--- config.mk ---
export PLATFORM = sky130hd
export DESIGN_NAME = sync_fifo_param
export DESIGN_NICKNAME = d
export VERILOG_FILES = /design/src/rtl/sync_fifo_param.sv
export SDC_FILE = /design/constraint.sdc
export NUM_CORES = 1
export LEC_CHECK = 0
export ABC_AREA = 0
export CAP_MARGIN = 10
export CORE_ASPECT_RATIO = 0.9
export CORE_MARGIN = 2
export CORE_UTILIZATION = 35
export CTS_CLUSTER_SIZE = 28
export DETAILED_ROUTE_END_ITERATION = 10
export GPL_TIMING_DRIVEN = 0
export PLACE_DENSITY = 0.57
export SETUP_SLACK_MARGIN = 0.4
export SLEW_MARGIN = 20
export SYNTH_ARGS = -nofsm -noshare
export SYNTH_HDL_FRONTEND = slang
export SYNTH_SLANG_ARGS = --single-unit
--- constraint.sdc ---
create_clock -name clk -period 3.88 [get_ports clk]
set_input_delay 0.776 -clock clk [delete_from_list [all_inputs] [get_ports clk]]
set_output_delay 0.776 -clock clk [all_outputs]
set_load 0.005 [all_outputs]
--- src/rtl/sync_fifo_param.sv ---
// rtl/sync_fifo_param.sv - parametrised synchronous FIFO with level, almost flags, flush and rd_valid strobe
// Define SYNC_FIFO_ERR_EN to add sticky overflow/underflow outputs.
module sync_fifo_param #(
    parameter int DATA_W    = 8,
    parameter int DEPTH     = 8,
    parameter int AF_THRESH = DEPTH - 2,
    parameter int AE_THRESH = 1
) (
    input  logic                     clk,
    input  logic                     rst,
    input  logic                     flush,
    input  logic                     wr_en,
    input  logic [DATA_W-1:0]        wr_data,
    input  logic                     rd_en,
    output logic [DATA_W-1:0]        rd_data,
    output logic                     rd_valid,
    output logic                     full,
    output logic                     empty,
    output logic                     almost_full,
    output logic                     almost_empty,
    output logic [$clog2(DEPTH):0]   level
`ifdef SYNC_FIFO_ERR_EN
    ,
    output logic                     overflow,
    output logic                     underflow
`endif
);

    localparam int ADDR_W = $clog2(DEPTH);
    localparam logic [ADDR_W:0] FULL_LVL = (ADDR_W+1)'(DEPTH);
    localparam logic [ADDR_W:0] AF_LVL   = (ADDR_W+1)'(AF_THRESH);
    localparam logic [ADDR_W:0] AE_LVL   = (ADDR_W+1)'(AE_THRESH);
    localparam logic [ADDR_W:0] LVL_ONE  = (ADDR_W+1)'(1);
    localparam logic [ADDR_W-1:0] PTR_ONE = ADDR_W'(1);

    logic [DATA_W-1:0] mem [DEPTH];
    logic [ADDR_W-1:0] wr_ptr;
    logic [ADDR_W-1:0] rd_ptr;
    logic              rd_acc;
    logic              wr_acc;

    assign empty        = (level == '0);
    assign full         = (level == FULL_LVL);
    assign almost_full  = (level >= AF_LVL);
    assign almost_empty = (level <= AE_LVL);

    // A read frees a slot in the same edge, so a full FIFO still takes a paired write.
    assign rd_acc = rd_en && !empty;
    assign wr_acc = wr_en && (!full || rd_acc);

    always_ff @(posedge clk) begin
        if (rst && !flush && wr_acc) begin
            mem[wr_ptr] <= wr_data;
        end
    end

    always_ff @(posedge clk) begin
        if (!rst) begin
            wr_ptr   <= '0;
            rd_ptr   <= '0;
            level    <= '0;
            rd_data  <= '0;
            rd_valid <= 1'b0;
        end else if (flush) begin
            wr_ptr   <= '0;
            rd_ptr   <= '0;
            level    <= '0;
            rd_valid <= 1'b0;
        end else begin
            rd_valid <= rd_acc;
            if (rd_acc) begin
                rd_data <= mem[rd_ptr];
                rd_ptr  <= rd_ptr + PTR_ONE;
            end
            if (wr_acc) begin
                wr_ptr <= wr_ptr + PTR_ONE;
            end
            case ({wr_acc, rd_acc})
                2'b10:   level <= level + LVL_ONE;
                2'b01:   level <= level - LVL_ONE;
                default: level <= level;
            endcase
        end
    end

`ifdef SYNC_FIFO_ERR_EN
    always_ff @(posedge clk) begin
        if (!rst || flush) begin
            overflow  <= 1'b0;
            underflow <= 1'b0;
        end else begin
            if (wr_en && !wr_acc) begin
                overflow <= 1'b1;
            end
            if (rd_en && empty) begin
                underflow <= 1'b1;
            end
        end
    end
`endif

endmodule

==> qor.csv <==
stage;metric;value;unit
sta;min cycle time layout;2870;ps
worst_setup_path;CP Max Fanout;7;
layout;Layout area overhead;20.3;%
die;die area;10300;um2
global_routing;largest net degree at the start of global routing;15;
clocking;clk sink count;83;
logic_synthesis;Synth Cell Area;3330;um2
clocking;post-CTS setup buffers;0;
clocking;cts repair resizes;0;
placed_design;Inst Count DP;339;
worst_setup_path;critical path type;reg -> out;
placed_design;Final HPWL DP;3870;um
die;Die Ht;96.6;um
worst_setup_path;Critical Path RT;3100;ps
global_routing;initial antenna violation count;0;
global_routing;gr usage total;12.9;%
clocking;Root Buffer;clkbuf_8;
die;io pins;30;
clocking;clock latency on the worst-skew pair;350;ps
route;DR DRC count;0;
logic_synthesis;ys async rst share;0;%
clocking;cts hold-fix bufs;0;
pwr;cell leakage power;1.33;nW
clocking;total CTS buffers;9;
global_routing;GR Overflow Total;0;
clocking;Clock Path Buffers;2;
sta;final worst-path cycle share;73.9;%
pwr;worst vdd ir;0.189;mV
hold_path;Min-Delay Path Class;reg -> reg;
global_routing;number of global-route vias before repair;1631;
logic_synthesis;Synth Area per Inst;17.8;um2
logic_synthesis;Post-Synthesis Cells;187;
route;vias per inst;4.82;
layout;antenna cells;0;
clocking;CTS tree;done;
layout;final std cells w/o fill;355;
placed_design;buffers added on ports;29;
route;drt total wl;6030;um
die;Starting Density;36.2;%
layout;nets@finish;248;
logic_synthesis;Post-synth EDFFs;64;
outcome;status;completed;
job;max_cap viols;0;
route;DR pass1 iterations;4;
placed_design;placed cell area;3790;um2
sta;RSZ-0062 raised after global routing;no;
route;1st-iter DRT viols;114;
pwr;Pwr Density;434;nW/um2
worst_setup_path;CP Capture Type;primary output;
sta;max_slew headroom;34.8;%
die;floorplan die width;107;um
worst_setup_path;CP arrival;2090;ps
logic_synthesis;Main synth FF type;edfxtp_1;
die;# rows;33;
route;DR vias;1710;
logic_synthesis;synth unique cells;33;
sta;Setup TNS;0;ps
sta;worst-margin pin slew;974;ps
clocking;clk slew on worst S/H paths;80;ps
layout;Finished Cell Area;4010;um2
logic_synthesis;register area share after synthesis;69.0;%
logic_synthesis;most common cell in the netlist;edfxtp_1;
logic_synthesis;FF+latch count, synth;83;
worst_setup_path;Setup crit start kind;register;
sta;endpoints failing hold;0;
logic_synthesis;commonest cells in the netlist;64 x edfxtp_1, 19 x dfxtp_1, 16 x nor2_1;
die;Core Area;9210;um2
sta;Max Fclk;349;MHz
clocking;H-tree depth;3;
sta;max-slew violation count;0;
logic_synthesis;Syn Nets;207;
logic_synthesis;largest area contributor in the netlist;edfxtp_1;
placed_design;Placer Congestion;0.710;
logic_synthesis;synth top area cells;edfxtp_1 58%, dfxtp_1 11%, mux4_1 7.1%, mux4_2 4.7%, mux2_2 2.7%;
global_routing;first-pass GRT wire length;9400;um
sta;# setup viols final;0;
logic_synthesis;top cell type's share of synthesized area;57.6;%
logic_synthesis;yosys warns;0;
sta;Clock Skews;8.96;ps
layout;share of cells above drive strength 1;16.3;%
route;antenna-violating nets left;0;
route;drt wl/cell;17.0;um
[cell usage in the layout, fill, tap and decap left out, types with 4 or more instances in the layout]
| cell | Yosys | routed |
|---|---|---|
| edfxtp_1 | 64 | 64 |
| clkdlybuf4s50_1 | 0 | 29 |
| dfxtp_1 | 19 | 19 |
| nor2_1 | 16 | 16 |
| mux4_1 | 9 | 9 |
| clkbuf_8 | 0 | 9 |
| mux2_2 | 8 | 8 |
| a22o_1 | 8 | 8 |
| mux4_2 | 7 | 7 |
| ha_1 | 7 | 7 |
| xor2_1 | 5 | 5 |
| inv_1 | 4 | 4 |
| nand2b_1 | 4 | 4 |
[cell type report]
cell class	count	area [um2]
well taps	122	153
multi-input cells	92	961
plain buffers	6	58.8
fillers	794	5190
flip-flops and latches	83	2300
clock inverters	6	90.1
repair buffers	30	298
inverters	6	22.5
clock buffers	10	128
[final timing paths]
| path | cells past startpoint | slack [ps] | start | end |
|---|---|---|---|---|
| setup / recovery | 5 | 1010 | level[1]$_SDFFE_PP0P_ | empty |
| hold / removal | 1 | 490 | rd_data[3]$_SDFFE_PN0P_ | rd_data[3]$_SDFFE_PN0P_ |
| setup reg to reg | 6 | 1100 | level[0]$_SDFFE_PP0P_ | mem[5][4]$_DFFE_PP_ |
| hold reg to reg | 1 | 490 | rd_data[3]$_SDFFE_PN0P_ | rd_data[3]$_SDFFE_PN0P_ |
[metal layers]
| metal | track usage, % | routed length [um] | up-vias | part of all wire (%) |
|---|---|---|---|---|
| met3 | 5.30 | 251 | 5 | 4.2 |
| li1 | - | - | 819 | - |
| met1 | 17.7 | 2980 | 854 | 49 |
| met4 | 3.68 | 46 | 0 | 0.76 |
| met2 | 19.2 | 2750 | 32 | 46 |
| met5 | 0 | 0 | - | 0 |
[stage by stage]
stage	total power [mW]	hold slack [ps]	setup WS (ps)	util, %
floorplan	1.04	475	1480	-
global placement	1.09	463	298	41.0
detailed placement	1.09	469	683	41.2
CTS	1.76	488	988	43.6
global route	1.81	498	864	43.6
finish	1.74	486	1010	43.6
[report_power, final]
| part | total (mW) | switching, mW | leakage (nW) | internal [mW] |
|---|---|---|---|---|
| combinational | 0.0999 | 0.0470 | 0.493 | 0.0528 |
| sequential | 0.972 | 0.00793 | 0.730 | 0.964 |
| clock | 0.670 | 0.306 | 0.108 | 0.364 |
[kinds of logic after synthesis]
family / synth area share [%]
AND/OR/NAND/NOR: 5.25
XOR/XNOR: 1.84
AO/OA/AOI/OAI: 3.68
buffers and inverters: 2.44
flip-flops: 69.0
adder cells (fa/ha/maj): 2.63
multiplexers: 15.1
[critical path: stages, from the launching register on]
cell	delay [ps]
dfxtp_1	390
inv_1	140
ha_1	230
or3b_1	430
inv_2	70
clkdlybuf4s50_1	490
[sequential cells by signal, indices dropped and copies added (netlist names)]
signal and cells:
wr_ptr 3, mem 64, rd_data 8, level 4, rd_ptr 3, rd_valid 1
Note: power is estimated with default switching activity, not from simulation.
